## src/rtl/ps2_scancode_fifo.sv

```systemverilog
// PS/2 set-2 scancode decoder: folds E0/F0/E1 prefix sequences into
// {release, extended, code} events and buffers them in a show-ahead FIFO.
module ps2_scancode_fifo #(
    parameter int DEPTH_LOG2 = 4,
    parameter int TIMEOUT    = 2_500_000
) (
    input  logic                  CLOCK_50,
    input  logic                  reset,
    input  logic [7:0]            in_data,
    input  logic                  in_en,
    output logic [9:0]            out_data,
    output logic                  out_valid,
    input  logic                  out_ready,
    output logic [DEPTH_LOG2:0]   count,
    output logic                  overflow,
    input  logic                  overflow_clr,
    output logic [7:0]            status_data,
    output logic                  status_stb,
    output logic                  timeout_stb
);

    localparam int TW = $clog2(TIMEOUT);
    localparam logic [TW-1:0] TO_MAX = TW'(TIMEOUT - 1);
    localparam logic [DEPTH_LOG2:0] DEPTH = (DEPTH_LOG2 + 1)'(1 << DEPTH_LOG2);

    typedef enum logic [2:0] {
        ST_IDLE      = 3'd0,
        ST_EXT       = 3'd1,
        ST_BREAK     = 3'd2,
        ST_EXT_BREAK = 3'd3,
        ST_PAUSE     = 3'd4
    } state_t;

    state_t              state_r;
    logic [2:0]          pcnt_r;
    logic [TW-1:0]       idle_cnt_r;
    logic [7:0]          status_data_r;
    logic                status_stb_r;
    logic                timeout_stb_r;
    logic                push_s;
    logic [9:0]          push_data_s;

    logic [9:0]          mem_r [0:(1 << DEPTH_LOG2) - 1];
    logic [DEPTH_LOG2:0] wr_ptr_r;
    logic [DEPTH_LOG2:0] rd_ptr_r;
    logic [DEPTH_LOG2:0] count_r;
    logic [DEPTH_LOG2:0] count_nxt_s;
    logic                out_valid_r;
    logic                overflow_r;
    logic                pop_s;
    logic                full_s;
    logic                wr_en_s;

    function automatic logic is_status(input logic [7:0] b);
        case (b)
            8'h00, 8'hAA, 8'hEE, 8'hFA, 8'hFC, 8'hFE, 8'hFF: is_status = 1'b1;
            default:                                         is_status = 1'b0;
        endcase
    endfunction

    // Decode which received byte completes an event and what that event is.
    always_comb begin
        push_s      = 1'b0;
        push_data_s = {1'b0, 1'b0, in_data};
        if (in_en) begin
            case (state_r)
                ST_IDLE: begin
                    if (in_data != 8'hE0 && in_data != 8'hF0 && in_data != 8'hE1 && !is_status(in_data)) begin
                        push_s = 1'b1;
                    end else begin
                        push_s = 1'b0;
                    end
                end
                ST_EXT: begin
                    if (in_data != 8'hE0 && in_data != 8'hF0) begin
                        push_s      = 1'b1;
                        push_data_s = {1'b0, 1'b1, in_data};
                    end else begin
                        push_s = 1'b0;
                    end
                end
                ST_BREAK: begin
                    push_s      = 1'b1;
                    push_data_s = {1'b1, 1'b0, in_data};
                end
                ST_EXT_BREAK: begin
                    push_s      = 1'b1;
                    push_data_s = {1'b1, 1'b1, in_data};
                end
                ST_PAUSE: begin
                    if (pcnt_r == 3'd1) begin
                        push_s      = 1'b1;
                        push_data_s = {1'b0, 1'b1, 8'hE1};
                    end else begin
                        push_s = 1'b0;
                    end
                end
                default: push_s = 1'b0;
            endcase
        end else begin
            push_s = 1'b0;
        end
    end

    // Prefix-sequence FSM with idle timeout and status-byte capture.
    always_ff @(posedge CLOCK_50) begin
        if (reset) begin
            state_r       <= ST_IDLE;
            pcnt_r        <= 3'd0;
            idle_cnt_r    <= '0;
            status_data_r <= 8'h00;
            status_stb_r  <= 1'b0;
            timeout_stb_r <= 1'b0;
        end else begin
            status_stb_r  <= 1'b0;
            timeout_stb_r <= 1'b0;
            if (in_en) begin
                idle_cnt_r <= '0;
                case (state_r)
                    ST_IDLE: begin
                        if (in_data == 8'hE0) begin
                            state_r <= ST_EXT;
                        end else if (in_data == 8'hF0) begin
                            state_r <= ST_BREAK;
                        end else if (in_data == 8'hE1) begin
                            state_r <= ST_PAUSE;
                            pcnt_r  <= 3'd7;
                        end else if (is_status(in_data)) begin
                            status_data_r <= in_data;
                            status_stb_r  <= 1'b1;
                        end else begin
                            state_r <= ST_IDLE;
                        end
                    end
                    ST_EXT: begin
                        if (in_data == 8'hF0) begin
                            state_r <= ST_EXT_BREAK;
                        end else if (in_data == 8'hE0) begin
                            state_r <= ST_EXT;
                        end else begin
                            state_r <= ST_IDLE;
                        end
                    end
                    ST_PAUSE: begin
                        pcnt_r <= pcnt_r - 3'd1;
                        // pcnt of 0 here cannot occur normally; treat it as end of sequence
                        if (pcnt_r <= 3'd1) begin
                            state_r <= ST_IDLE;
                            pcnt_r  <= 3'd0;
                        end else begin
                            state_r <= ST_PAUSE;
                        end
                    end
                    default: state_r <= ST_IDLE;
                endcase
            end else if (state_r != ST_IDLE) begin
                if (idle_cnt_r == TO_MAX) begin
                    state_r       <= ST_IDLE;
                    pcnt_r        <= 3'd0;
                    idle_cnt_r    <= '0;
                    timeout_stb_r <= 1'b1;
                end else begin
                    idle_cnt_r <= idle_cnt_r + TW'(1);
                end
            end else begin
                idle_cnt_r <= '0;
            end
        end
    end

    assign pop_s   = out_valid_r & out_ready;
    assign full_s  = (count_r == DEPTH);
    assign wr_en_s = push_s & (~full_s | pop_s);

    // Occupancy after this cycle's write/pop.
    always_comb begin
        count_nxt_s = count_r;
        case ({wr_en_s, pop_s})
            2'b10:   count_nxt_s = count_r + (DEPTH_LOG2 + 1)'(1);
            2'b01:   count_nxt_s = count_r - (DEPTH_LOG2 + 1)'(1);
            default: count_nxt_s = count_r;
        endcase
    end

    // Event storage; contents are don't-care until written.
    always_ff @(posedge CLOCK_50) begin
        if (wr_en_s) begin
            mem_r[wr_ptr_r[DEPTH_LOG2-1:0]] <= push_data_s;
        end
    end

    // FIFO pointers, occupancy and sticky overflow flag.
    always_ff @(posedge CLOCK_50) begin
        if (reset) begin
            wr_ptr_r    <= '0;
            rd_ptr_r    <= '0;
            count_r     <= '0;
            out_valid_r <= 1'b0;
            overflow_r  <= 1'b0;
        end else begin
            if (wr_en_s) begin
                wr_ptr_r <= wr_ptr_r + (DEPTH_LOG2 + 1)'(1);
            end
            if (pop_s) begin
                rd_ptr_r <= rd_ptr_r + (DEPTH_LOG2 + 1)'(1);
            end
            count_r     <= count_nxt_s;
            out_valid_r <= (count_nxt_s != '0);
            // a drop in the same cycle wins over the clear
            if (push_s & full_s & ~pop_s) begin
                overflow_r <= 1'b1;
            end else if (overflow_clr) begin
                overflow_r <= 1'b0;
            end
        end
    end

    assign out_data    = mem_r[rd_ptr_r[DEPTH_LOG2-1:0]];
    assign out_valid   = out_valid_r;
    assign count       = count_r;
    assign overflow    = overflow_r;
    assign status_data = status_data_r;
    assign status_stb  = status_stb_r;
    assign timeout_stb = timeout_stb_r;

endmodule

```

## config.mk

```make
export PLATFORM = sky130hd
export DESIGN_NAME = ps2_scancode_fifo
export DESIGN_NICKNAME = d
export VERILOG_FILES = /design/src/rtl/ps2_scancode_fifo.sv
export SDC_FILE = /design/constraint.sdc
export NUM_CORES = 1
export LEC_CHECK = 0
export BUFFER_PORTS_ARGS = -buffer_cell sky130_fd_sc_hd__buf_4
export CORE_MARGIN = 1.5
export CORE_UTILIZATION = 35
export CTS_BUF_LIST = sky130_fd_sc_hd__clkbuf_4
export CTS_CLUSTER_SIZE = 28
export DETAILED_ROUTE_END_ITERATION = 12
export GPL_ROUTABILITY_DRIVEN = 0
export MAX_ROUTING_LAYER = met4
export PLACE_DENSITY = 0.6
export SYNTH_ARGS = -nofsm -noshare
export SYNTH_HDL_FRONTEND = slang
export SYNTH_SLANG_ARGS = --single-unit
```

## constraint.sdc

```tcl
create_clock -name CLOCK_50 -period 3.45 [get_ports CLOCK_50]
set_input_delay 0.345 -clock CLOCK_50 [delete_from_list [all_inputs] [get_ports CLOCK_50]]
set_output_delay 0.345 -clock CLOCK_50 [all_outputs]
set_load 0.02 [all_outputs]
```

==> flow_summary.yaml <==
status:
  status: "finished, final reports clean"
clock_tree:
  holdBufCountCts: 7
  cts_htree_levels: 2
  clock_latency_ns: 0.70
  cts_setup_buffers: 0
  cts_resized: 0
  clkSinkCount: 217
  cts-root-buf: "clkbuf_4"
  numCtsBuffers: 55
  cts_tree: "yes"
  path_clk_slew_ns: 0.07
  clk_path_buf_depth: 3
power_and_ir_drop:
  ir_worst_vdd_uv: 300
  power_frac_seq_pct: 49.3
  p_leak_nw: 3.47
  p_sw_mw: 1.54
  p_clk_share_pct: 35.8
  netSwitchingFraction_pct: 25.9
  combPwrFrac_pct: 14.9
  internal_power_mw: 4.41
  powerDensity_nw_per_um2: 573
route:
  highest_layer: "met4"
  drt-total-wl_um: 18400
  first_iter_violations: 327
  firstDrtPassIters: 7
  wl_met3_um: 819
  remaining_drc_errors: 0
  vias: 5096
  viasPerCell: 4.97
  wl_per_cell_um: 18.0
  detail-route-antenna-nets: 0
  wl_met1_um: 7960
  dr_wl_met2_um: 9290
grt:
  grt_first_pass_wirelength_um: 29200
  grt_pass1_vias: 5415
  grt_overflow_total: 0
  grt_max_degree: 41
  gr-usage-all-layers_pct: 15.0
  antenna_found_initial: 0
worst_setup_path:
  startpoint: "state_r[2]"
  critical_path.max_stage_delay_ns: 0.93
  crit_chain: "nor3b_2, and4b_1, a311oi_2, o31ai_4, buf_4, and2_2, nand2_1, nor2_1"
  reg2regPathDepth: 8
  rrSetupSlack_ns: 0.23
  critPathTopFamily: "simple AND/OR/NAND/NOR gates"
  crit_type: "reg2reg"
  cp_data_arrival_time_ns: 3.51
  path_buf_inv: 1
  cp.required_ns: 3.74
  r2r_start: "state_r[2]"
  path_max_fanout: 10
  regToRegEndpoint: "mem_r[4][5]"
  end_kind: "flip-flop"
  crit_slowest_cell: "nor2_1"
  start_kind: "flip-flop"
synth:
  syn_nets: 585
  yosysTopAreaCell: "edfxtp_1"
  synthDistinctLibCells: 55
  async_reset_ff_share_pct: 0
  synth_cells: 560
  synth_area_um2: 8890
  ys_warn_count: 0
  syn_area_per_cell_um2: 15.9
  synth_top_cells_by_area: "edfxtp_1 (54%), dfxtp_1 (13%), mux4_2 (13%)"
  synth.ff_latch_count: 217
  yosysTopAreaCellShare_pct: 54.0
  seq_area_frac_synth_pct: 66.8
  synth_enable_flop_cells: 160
  synthFlopType: "edfxtp_1"
sta:
  finalCritPeriodShare_pct: 93.5
  final_hold_viol_count: 0
  worstMarginPinSlew_ns: 1.19
  finalSetupViolCount: 0
  fin_tns_setup_ns: 0
  slew_headroom_pct: 20.2
  fin_crit_ns: 3.22
  skew_ns: 0.0544
  rsz0062_at_grt: "no"
  fmax_ghz: 0.310
  finalMaxSlewViolations: 0
layout:
  seqCellArea_um2: 5950
  area_growth_pct: 16.6
  multi_input_area_um2: 2810
  drive_gt1_share_pct: 29.8
  diodes: 0
  fin_nets: 678
  final_area_um2: 10400
  instances_no_fill: 1025
  nFillCells: 2319
  fin_util_pct: 41.4
worst_hold_path:
  hp-class: "in2reg"
  min_path_cells: 2
  hold-path-endpoint: "status_data[2]"
  min-delay-start: "reset"
floorplanning:
  initial_core_util_pct: 35.5
  die-area_um2: 26400
  die_h_um: 162
  die_w_um: 162
  num_rows: 58
  ios: 40
  core_um2: 25000
flow_run:
  cap_violations: 0
place:
  dpl-instance-area_um2: 9610
  io_buffers: 39
  dp.cells: 919
  dp_hpwl_um: 11900
## synth_stat cells (all sizes together), types with 2 or more instances
master / instances
nand2: 23
nand3: 15
xor2: 20
nor2b: 4
nand2b: 5
mux2i: 13
nor3b: 4
and2b: 6
a211o: 2
a21oi: 15
a21o: 2
and2: 5
nor2: 68
inv: 6
mux4: 50
buf: 9
and3: 7
xnor2: 10
a22oi: 3
ha: 11
o21ai: 7
o21ba: 2
or4: 2
nand4: 6
or2: 4
clkbuf: 16
nor3: 7
nor4: 5
edfxtp: 160
dfxtp: 57
nor4b: 2
## cell families (layout without fill, tap and decap cells)
kind of cell	count (synthesis)	count (layout)	synth area share, %
muxes	63	63	14.3
and+or+nand+nor	171	171	9.80
adders and majority gates	12	12	1.77
AOI/OAI and AO/OA	36	36	2.79
xor gates and xnor gates	30	30	2.95
buffers and inverters	31	166	1.58
DFF	217	217	66.8
## cells in the final DEF, fill, tap and decap left out, types with 2 or more instances in the layout
cell,netlist,final
a21o_1,2,2
a21oi_1,14,14
a22oi_1,3,3
and2_1,4,4
and2b_2,6,6
and3_1,6,6
buf_4,1,53
clkbuf_4,0,76
clkinv_1,0,19
dfxtp_1,57,56
dlygate4sd3_1,0,7
edfxtp_1,160,160
ha_1,11,11
inv_1,6,6
inv_6,0,2
mux2i_1,12,12
mux4_2,50,50
nand2_1,23,23
nand2b_1,5,5
nand3_1,14,14
nand4_1,6,6
nor2_1,68,68
nor2b_1,4,4
nor3_1,7,7
nor3b_1,3,3
nor4_1,5,5
nor4b_1,2,2
o21ai_0,7,7
o21ba_2,2,2
or2_2,4,4
or4_1,2,2
xnor2_1,10,10
xor2_1,20,20
## layer usage
metal  track usage, %  vias to the layer above
met2             25.2                      114
met5                -                        -
met3             3.08                       36
met1             18.0                     2584
li1                 -                     2362
met4             5.55                        0
## area by class of cell
type	instances	area share [%]
Clock buffer	76	5.50
Clock inverter	23	1.18
Inverter	6	0.217
Multi-Input combinational cell	312	27.1
Sequential cell	217	57.3
Tap cell	330	3.98
Timing Repair Buffer	61	4.70
## worst register-to-register path, stage by stage, from the launching register on
cell	delay [ns]
dfxtp_1	0.41
nor3b_2	0.32
and4b_1	0.39
a311oi_2	0.10
o31ai_4	0.11
buf_4	0.24
and2_2	0.21
nand2_1	0.13
nor2_1	0.93
## state kept, by name, summed over array words and instances, names as in the netlist, named ones only
name,flops
pcnt_r,3
timeout_stb,1
mem_r,160
rd_ptr_r,4
overflow,1
status_stb,1
wr_ptr_r,4
state_r,3
status_data,8
idle_cnt_r,22
out_valid,1
count,5
## power by group through the flow
| stage | combinational, mW | sequential (mW) | clock, mW |
|---|---|---|---|
| 2_1_floorplan | 0.593 | 3.00 | 0 |
| 3_3_place_gp | 0.870 | 2.98 | 0 |
| 3_5_place_dp | 0.891 | 2.99 | 0 |
| 4_1_cts | 0.901 | 2.93 | 2.19 |
| 5_1_grt | 0.957 | 2.94 | 2.33 |
| 6_report | 0.887 | 2.93 | 2.13 |
## how the worst max path moves through the flow
stage,end,slack (ns),cells after the start
floorplan,out_valid,0.38,15
global placement,out_valid,0.23,14
detailed placement,out_valid,0.22,14
CTS,mem_r[4][5],0.21,8
global route,mem_r[4][5],0.03,8
finish,mem_r[4][5],0.23,8
## metrics by stage
stage	setup WS [ns]	power [mW]	hold slack, ns
finish	0.226	5.95	0.0836
CTS	0.207	6.02	0.0247
global route	0.0329	6.23	0.0668
global placement	0.233	3.85	0.426
detailed placement	0.216	3.88	0.432
floorplan	0.379	3.59	0.413
(Power assumes the default switching activity.)
